--- src/rtl/logic_gate_pkg.sv ---
// Shared definitions for the logic gate unit: op encoding and op-field width.
package logic_gate_pkg;

  localparam int unsigned OP_W = 3;

  typedef enum logic [OP_W-1:0] {
    OP_AND  = 3'd0,
    OP_OR   = 3'd1,
    OP_NOT  = 3'd2,
    OP_XOR  = 3'd3,
    OP_NAND = 3'd4,
    OP_NOR  = 3'd5,
    OP_XNOR = 3'd6,
    OP_RSVD = 3'd7
  } op_e;

endpackage

--- src/rtl/logic_gate_if.sv ---
// Request/response bundle between a requester and the logic gate unit.
interface logic_gate_if
  import logic_gate_pkg::*;
#(
  parameter int unsigned WIDTH = 8
);

  logic [WIDTH-1:0] A;
  logic [WIDTH-1:0] B;
  logic [OP_W-1:0]  op;
  logic             in_valid;
  logic [WIDTH-1:0] Y;
  logic             out_valid;
  logic             illegal_op;
  logic             y_zero;

  modport master (
    output A, B, op, in_valid,
    input  Y, out_valid, illegal_op, y_zero
  );

  modport slave (
    input  A, B, op, in_valid,
    output Y, out_valid, illegal_op, y_zero
  );

endinterface

--- src/rtl/logic_gate_core.sv ---
// Combinational bitwise gate: selects one of seven logic functions of A and B.
// The reserved op yields a zero result and raises illegal.
module logic_gate_core
  import logic_gate_pkg::*;
#(
  parameter int unsigned WIDTH = 8
) (
  input  logic [WIDTH-1:0] A,
  input  logic [WIDTH-1:0] B,
  input  logic [OP_W-1:0]  op,
  output logic [WIDTH-1:0] result,
  output logic             illegal
);

  // Decode op into the selected bitwise function.
  always_comb begin
    result  = '0;
    illegal = 1'b0;
    unique case (op_e'(op))
      OP_AND:  result = A & B;
      OP_OR:   result = A | B;
      OP_NOT:  result = ~A;
      OP_XOR:  result = A ^ B;
      OP_NAND: result = ~(A & B);
      OP_NOR:  result = ~(A | B);
      OP_XNOR: result = ~(A ^ B);
      OP_RSVD: illegal = 1'b1;
    endcase
  end

endmodule

--- src/rtl/logic_gate_unit.sv ---
// Registered logic gate unit: one-cycle latency, no backpressure.
// All outputs come straight from flops; y_zero and illegal_op track Y exactly.
module logic_gate_unit
  import logic_gate_pkg::*;
#(
  parameter int unsigned WIDTH = 8
) (
  input  logic       clk,
  input  logic       rst,
  logic_gate_if.slave bus
);

  logic [WIDTH-1:0] result;
  logic             illegal;

  logic_gate_core #(
    .WIDTH (WIDTH)
  ) u_core (
    .A       (bus.A),
    .B       (bus.B),
    .op      (bus.op),
    .result  (result),
    .illegal (illegal)
  );

  // Capture accepted requests; idle edges hold the result and drop out_valid.
  always_ff @(posedge clk or posedge rst) begin
    if (rst) begin
      bus.Y          <= '0;
      bus.out_valid  <= 1'b0;
      bus.illegal_op <= 1'b0;
      bus.y_zero     <= 1'b1;
    end else begin
      bus.out_valid <= bus.in_valid;
      if (bus.in_valid) begin
        bus.Y          <= result;
        bus.illegal_op <= illegal;
        bus.y_zero     <= (result == '0);
      end
    end
  end

endmodule

--- src/flat_wrapper.sv ---
// flat-port wrapper written by rule: the top's interface ports become plain ports
module logic_gate_unit_flat import logic_gate_pkg::*;
#(
  parameter int unsigned WIDTH = 8
)
  (clk, rst, bus_A, bus_B, bus_op, bus_in_valid, bus_Y, bus_out_valid, bus_illegal_op, bus_y_zero);
  logic_gate_if #(.WIDTH(WIDTH)) bus_i ();
  input  logic clk;
  input  logic rst;
  input wire logic [$bits(bus_i.A)-1:0] bus_A;
  input wire logic [$bits(bus_i.B)-1:0] bus_B;
  input wire logic [$bits(bus_i.op)-1:0] bus_op;
  input wire logic [$bits(bus_i.in_valid)-1:0] bus_in_valid;
  output wire logic [$bits(bus_i.Y)-1:0] bus_Y;
  output wire logic [$bits(bus_i.out_valid)-1:0] bus_out_valid;
  output wire logic [$bits(bus_i.illegal_op)-1:0] bus_illegal_op;
  output wire logic [$bits(bus_i.y_zero)-1:0] bus_y_zero;
  assign bus_i.A = bus_A;
  assign bus_i.B = bus_B;
  assign bus_i.op = bus_op;
  assign bus_i.in_valid = bus_in_valid;
  assign bus_Y = bus_i.Y;
  assign bus_out_valid = bus_i.out_valid;
  assign bus_illegal_op = bus_i.illegal_op;
  assign bus_y_zero = bus_i.y_zero;
  logic_gate_unit #(.WIDTH(WIDTH)) u_core (.clk(clk), .rst(rst), .bus(bus_i));
endmodule
--- config.mk ---
export PLATFORM = sky130hd
export DESIGN_NAME = logic_gate_unit_flat
export DESIGN_NICKNAME = d
export VERILOG_FILES = /design/src/rtl/logic_gate_pkg.sv /design/src/rtl/logic_gate_if.sv /design/src/rtl/logic_gate_core.sv /design/src/rtl/logic_gate_unit.sv /design/src/flat_wrapper.sv
export SDC_FILE = /design/constraint.sdc
export NUM_CORES = 1
export LEC_CHECK = 0
export CAP_MARGIN = 25
export CORE_MARGIN = 4
export CORE_UTILIZATION = 52
export DETAILED_ROUTE_END_ITERATION = 12
export GPL_ROUTABILITY_DRIVEN = 0
export HOLD_SLACK_MARGIN = 0.1
export PLACE_DENSITY = 0.85
export SYNTH_ARGS = -nofsm -noshare
export SYNTH_HDL_FRONTEND = slang
export SYNTH_SLANG_ARGS = --single-unit
--- constraint.sdc ---
create_clock -name clk -period 1.8 [get_ports clk]
set_input_delay 0.36 -clock clk [delete_from_list [all_inputs] [get_ports clk]]
set_output_delay 0.36 -clock clk [all_outputs]
set_load 0.03 [all_outputs]
==> metrics.txt, run 1 <==
status=complete, no violations; Least-Margin Pin Slew=0.4167 ns; WL/cell=16.52 um; Sequential Power Share=between 20 and 30%; GRT Util Overall=24.22%; Ant. Diodes=0; Final Skew=0 ns; initial DRC count=around 60; # nets final=between 200 and 300; Area Growth Syn to Fin=58.85%; Worst path slowest cell=or4_4; dpl hpwl=~2.7 mm; fill count=125; vias in the first global route=around 1400; drt total wl=4.113 mm; Synth Area in Compound Gates=about 22%; CTS Sinks=11; row count=17; Tcrit/Tclk final=a little over nine tenths; Yosys reg bits=11; Syn Inst Count=159; Hold Vio Cnt, Final=0; Netlist cell types=42; GRT Residual Overflow=0; Final Critical Period=1.762 ns; worst skew pair latency=around 0.26 ns; CP max FO=2; Seq. cell area=around 280 sq um; asr flop ratio synth=100.0%; Seq/Total Area, Yosys=22.23%; Worst Setup Slack, final=between 0.03 and 0.04 ns; area of the multi-input gates=~940 sq um; f_max=0.5676 GHz; top-level port count=33; non-filler cells, final=roughly 250; logic gate share of total power=a little over half; Initial DRT Pass Iterations=5; DRC violations left=0; crit-path cells=clkbuf_2 -> ha_2 -> or4_4 -> mux2i_1 -> o21ai_1 -> o32a_1 -> o41ai_2; sw frac=a little under two fifths; reg2reg setup slack=about 1.0 ns; Worst setup SP type=input pin; ys flop type=dfrtp_1; Syn Area/Cell=between 7 and 8 sq um; max cap viols=0; Worst IR Drop VDD=around 600 uV; commonest non-fill, non-tap cells in the layout=34 x buf_4, 17 x inv_1, 16 x clkdlybuf4s50_1, 12 x nor2_1, 10 x dfrtp_1; total die area=roughly 3200 sq um; synthesized area=about 1200 sq um; Static Leak=about 0.91 nW; Slew HR=between 70% and 80%; clock power share=16.5%; main combinational cell family by area after synthesis=compound AO/OA/AOI/OAI gates; Die W=approximately 57 um; Synth warnings=0; Min-Delay Path Class=in -> async; Max stage delay on crit path=between 0.5 and 0.6 ns; clock buffer count from CTS=3; IO Port Bufs=32; Setup Viol. Count Final=0; placed cell count=between 200 and 250; largest net degree at the start of global routing=15; adder-cell share of the synthesized area=between 10% and 20%; worst path required time=just under 2 ns; initial antenna violation count=0; CTS tree=done; clock buffer depth=2; number of synthesized flops with an enable pin=0; Post-Syn Nets=roughly 200; die height=between 50 and 60 um; CTS Hold Buffers Added=0; clk root buf=clkbuf_4; antenna viol nets, final=0; Post-Route Setup TNS=0 ns; share of layout cells above drive strength 1=a little over a third; commonest non-fill, non-tap cell in the layout=buf_4; XOR/XNOR Fraction of Synth Area=4.225%; # H-tree levels=1; Psw=about 370 uW; crit end category=flop; Int Pwr=627.7 uW; WS Path Type=in -> reg; Vias=around 1400; Core ar.=between 2000 and 2500 sq um; multiplexer share of the synthesized area=under 10%; Power Density=around 500 nW/um^2; global-route wire length before repair=6.354 mm; post-synthesis simple-gate area fraction=between 15 and 20%; CP arrival=between 1.5 and 2 ns; clk slew on worst S/H paths=roughly 0.070 ns; Initial Utilization=55.16%; Via-to-Cell Ratio=slightly below 6; WP buf/inv=1; worst slack at placement=-0.6972 ns; delay-heaviest family, CP=compound AO/OA/AOI/OAI gates; final slew viol count=0
[power by group through the flow]
stage	Combinational, mW	Sequential (mW)	Clock, mW
2_1_floorplan	0.193	0.362	0
3_3_place_gp	0.447	0.298	0
3_5_place_dp	0.467	0.299	0
4_1_cts	0.489	0.295	0.169
5_1_grt	0.576	0.299	0.187
6_report	0.536	0.295	0.165
[sequential cells by signal, summed over array words and instances (netlist names)]
signal / cells
u_core.bus.out_valid: 1
u_core.bus.illegal_op: 1
u_core.bus.Y: 8
u_core.bus.y_zero: 1
[synthesized netlist by cell type (2+ instances only)]
cell       n  area [sq um]
clkbuf_1   4         15.01
nand2b_1   4         25.02
ha_1      16         200.2
dfrtp_1   10         250.2
buf_2      6         30.03
nand2_1    8         30.03
nor2b_1    4         25.02
mux2_2     2         22.52
o21a_1     2         15.01
nand4_1    3         18.77
inv_1     23         86.33
o211ai_1   6         45.04
mux2i_1    3         30.03
a21oi_1    8         40.04
nand3_1    5         25.02
xnor2_1    6         52.55
nor2_1    12         45.04
a31oi_1    2         12.51
o21ai_0   12         60.06
[layer usage]
metal | track usage [%] | vias to the layer above | wire, um
li1 | - | 674 | -
met1 | 25.35 | 667 | 1590
met2 | 46.98 | 75 | 2080
met3 | 5.287 | 23 | 251
met4 | 7.616 | 0 | 191
met5 | 0 | - | 0
[timing repair]
item | in CTS | in global routing
endpoints found under the setup margin | 6 | 2
buffers inserted | 6 | 2
resized for setup | 54 | 31
pin swaps | 12 | 13
endpoints found under the hold margin | 0 | 0
[per-stage QoR]
stage	utilization (%)	hold slack (ns)	power, mW	area (sq um)
floorplan	-	0.2117	0.5549	1244
global placement	78.41	0.4660	0.7442	1768
detailed placement	78.41	0.4702	0.7661	1768
CTS	82.74	0.3926	0.9520	1866
global route	87.62	0.4255	1.063	1976
finish	87.62	0.3845	0.9960	1976
[cell type report]
class / instances / area share (%)
flip-flops and latches: 11 / 14.00
clock buffers: 4 / 1.330
well taps: 28 / 1.773
multi-input cells: 114 / 47.56
repair buffers: 69 / 30.72
inverters: 23 / 4.623
[final timing paths]
kind / depth (start not counted) / startpoint / end
setup / recovery: 7 / bus_B[6] / u_core.bus.y_zero
min in group clk: 1 / u_core.bus.Y[4] / u_core.bus.Y[4]
hold reg to reg: 1 / u_core.bus.Y[4] / u_core.bus.Y[4]
setup reg to reg: 2 / u_core.bus.y_zero / u_core.bus.y_zero
hold / removal: 2 / rst / u_core.bus.Y[3]
max in group asynchronous: 2 / rst / u_core.bus.y_zero
[cell families (layout without fill, tap and decap cells)]
| group | count (synthesis) | count (layout) |
|---|---|---|
| xor+xnor | 6 | 6 |
| mux | 5 | 5 |
| flops | 11 | 11 |
| compound gates | 41 | 41 |
| buf+inv | 34 | 96 |
| fa+ha+maj | 16 | 16 |
| simple gates | 46 | 46 |
(Power assumes the default switching activity.)
==> inputs of run 2 (changes only) <==
--- a/config.mk
+++ b/config.mk
@@ -11,7 +11,7 @@
 export DETAILED_ROUTE_END_ITERATION = 12
 export GPL_ROUTABILITY_DRIVEN = 0
 export HOLD_SLACK_MARGIN = 0.1
-export PLACE_DENSITY = 0.85
+export PLACE_DENSITY = 0.94
 export SYNTH_ARGS = -nofsm -noshare
 export SYNTH_HDL_FRONTEND = slang
 export SYNTH_SLANG_ARGS = --single-unit
==> metrics.txt, run 2 (same netlist as run 1, synthesis figures left out) <==
status=complete, but fails checks (was complete, no violations); failing checks=negative setup slack; Hold Vio Cnt, Final=0 (unchanged); Area Growth Syn to Fin=54.33% (was 58.85%); largest register by flop count=u_core.bus.Y (unchanged); Reg-to-Reg Start=u_core.bus.Y[1] (was u_core.bus.y_zero); dpl hpwl=2.909 mm (was 2.668 mm); # H-tree levels=1 (unchanged); clock buffer depth=2 (unchanged); worst slack at placement=-0.7108 ns (was -0.6972 ns); dpl cell area=1745 sq um (was 1768 sq um); fill count=106 (was 125); worst skew pair latency=0.28 ns (was 0.26 ns); Max stage delay on crit path=0.50 ns (was 0.51 ns); RSZ-0062 raised after global routing=true; worst reg2reg path endpoint=u_core.bus.Y[1] (was u_core.bus.y_zero); Tcrit/Tclk final=102.1% (was 97.88%); Die W=56.91 um (unchanged); non-filler cells, final=245 (was 249); IO Port Bufs=32 (unchanged); WP buf/inv=2 (was 1); GRT Util Overall=24.64% (was 24.22%); drt total wl=4.298 mm (was 4.113 mm); clk root buf=clkbuf_4 (unchanged); CTS Sinks=11 (unchanged); Worst setup SP type=input pin (unchanged); Initial DRT Pass Iterations=4 (was 5); vias in the first global route=1500 (was 1446); global-route wire length before repair=6.272 mm (was 6.354 mm); max cap viols=0 (unchanged); Tot Pwr=1.007 mW (was 996.0 uW); Post-Route Setup TNS=-0.03783 ns (was 0 ns); antenna viol nets, final=0 (unchanged); post-route cell area=1919 sq um (was 1976 sq um); row count=17 (unchanged); Setup Viol. Count Final=1 (was 0); CTS Hold Buffers Added=0 (unchanged); delay-heaviest family, CP=compound AO/OA/AOI/OAI gates (unchanged); commonest non-fill, non-tap cell in the layout=buf_4 (unchanged); Final Skew=0 ns (unchanged); Worst path slowest cell=or4_4 (unchanged); GRT Residual Overflow=0 (unchanged); final slew viol count=0 (unchanged); CP max FO=2 (unchanged); worst path required time=1.99 ns (was 1.97 ns); Final Critical Period=1.838 ns (was 1.762 ns); crit path from=bus_A[4] (was bus_B[6]); total die area=3238 sq um (unchanged); CP arrival=2.02 ns (was 1.93 ns); DRC violations left=0 (unchanged); f_max=0.5441 GHz (was 0.5676 GHz); final design utilization=85.13% (was 87.62%); Crit path depth=8 (was 7); WL/cell=17.54 um (was 16.52 um); placed cell count=235 (was 238); final hold slack=0.3581 ns (was 0.3845 ns); initial DRC count=122 (was 59); Worst IR Drop VDD=610.0 uV (was 600.2 uV); CTS tree=done (unchanged); max reg flops=8 (unchanged); initial antenna violation count=0 (unchanged); Core ar.=2255 sq um (unchanged); commonest non-fill, non-tap cells in the layout=33 x buf_4, 18 x inv_1, 15 x clkdlybuf4s50_1, 12 x nor2_1 (was 34 x buf_4, 17 x inv_1, 16 x clkdlybuf4s50_1, 12 x nor2_1, 10 x dfrtp_1); reg2reg setup slack=1.01 ns (was 1.02 ns); clock buffer count from CTS=3 (unchanged); Worst Setup Slack, final=-0.03783 ns (was 0.03823 ns); clk slew on worst S/H paths=0.08 ns (was 0.07 ns); Least-Margin Pin Slew=0.4875 ns (was 0.4167 ns); crit end category=flop (unchanged); largest net degree at the start of global routing=14 (was 15); WS Path Type=in -> reg (unchanged); Ant. Diodes=0 (unchanged); top-level port count=33 (unchanged); Critical path destination=u_core.bus.y_zero (unchanged); cells on worst reg2reg path=1 (was 2); Vias=1451 (was 1439); crit-path cells=buf_8 -> buf_6 -> ha_4 -> or4_4 -> mux2i_2 -> o21ai_2 -> o32a_1 -> o41ai_2 (was clkbuf_2 -> ha_2 -> or4_4 -> mux2i_1 -> o21ai_1 -> o32a_1 -> o41ai_2); # nets final=256 (was 260); Slew HR=67.40% (was 72.19%); Static Leak=0.9202 nW (was 0.9125 nW); Via-to-Cell Ratio=5.922 (was 5.779); Power Density=524.8 nW/um^2 (was 504.1 nW/um^2); Initial Utilization=55.16% (unchanged); die height=56.91 um (unchanged); Min-Delay Path Class=in -> async (unchanged); share of layout cells above drive strength 1=32.26% (was 34.84%)
run 2: changes by cell type in the layout (fill, tap and decap cells not counted), moves of 2 or more:
cell | before | now
buf_6 | 8 | 1
buf_2 | 0 | 4
dlymetal6s2s_1 | 1 | 5
ha_1 | 7 | 10
clkbuf_2 | 2 | 0
ha_4 | 5 | 3
inv_4 | 2 | 0
o21ai_1 | 4 | 2
run 2: per-layer routing:
metal  routed length (um)  GRT usage (%)
met1                 1501          23.12
met2                 2296          48.12
met3                  291          4.368
met4                  209          14.90
met5                    0              0
run 2: how the worst min path moves through the flow:
| stage | startpoint | endpoint | slack [ns] | depth (start not counted) |
|---|---|---|---|---|
| floorplan | rst | u_core.bus.Y[0] | 0.21 | 1 |
| global route | rst | u_core.bus.Y[7] | 0.42 | 2 |
| finish | rst | u_core.bus.Y[5] | 0.36 | 2 |
| CTS | rst | u_core.bus.Y[7] | 0.38 | 2 |
| detailed placement | u_core.bus.Y[4] | u_core.bus.Y[4] | 0.48 | 1 |
| global placement | u_core.bus.Y[4] | u_core.bus.Y[4] | 0.47 | 1 |
run 2: cell type report:
cell class	count	area (sq um)	area share, %
tap	28	35.03	1.825
sequential	11	276.5	14.41
multi-input combinational	114	934.6	48.70
clock buffer	4	26.28	1.369
timing repair buffer	65	560.5	29.20
inverter	23	86.33	4.498
run 2: what timing repair did:
item	in CTS	in global routing
setup endpoints to repair	7	4
buffers inserted	4	2
resized for setup	50	20
pin swaps	11	10
run 2: power by group:
group | internal [mW] | switching (mW)
clock | 0.0863 | 0.0936
combinational | 0.249 | 0.279
sequential | 0.279 | 0.0201
total | 0.614 | 0.393
==> inputs of run 3 (changes only) <==
--- a/config.mk
+++ b/config.mk
@@ -8,6 +8,7 @@
 export CAP_MARGIN = 25
 export CORE_MARGIN = 4
 export CORE_UTILIZATION = 52
+export CTS_CLUSTER_DIAMETER = 50
 export DETAILED_ROUTE_END_ITERATION = 12
 export GPL_ROUTABILITY_DRIVEN = 0
 export HOLD_SLACK_MARGIN = 0.1
==> results of run 3 <==
The final DEF is identical to that of run 2; final timing and power are the same.
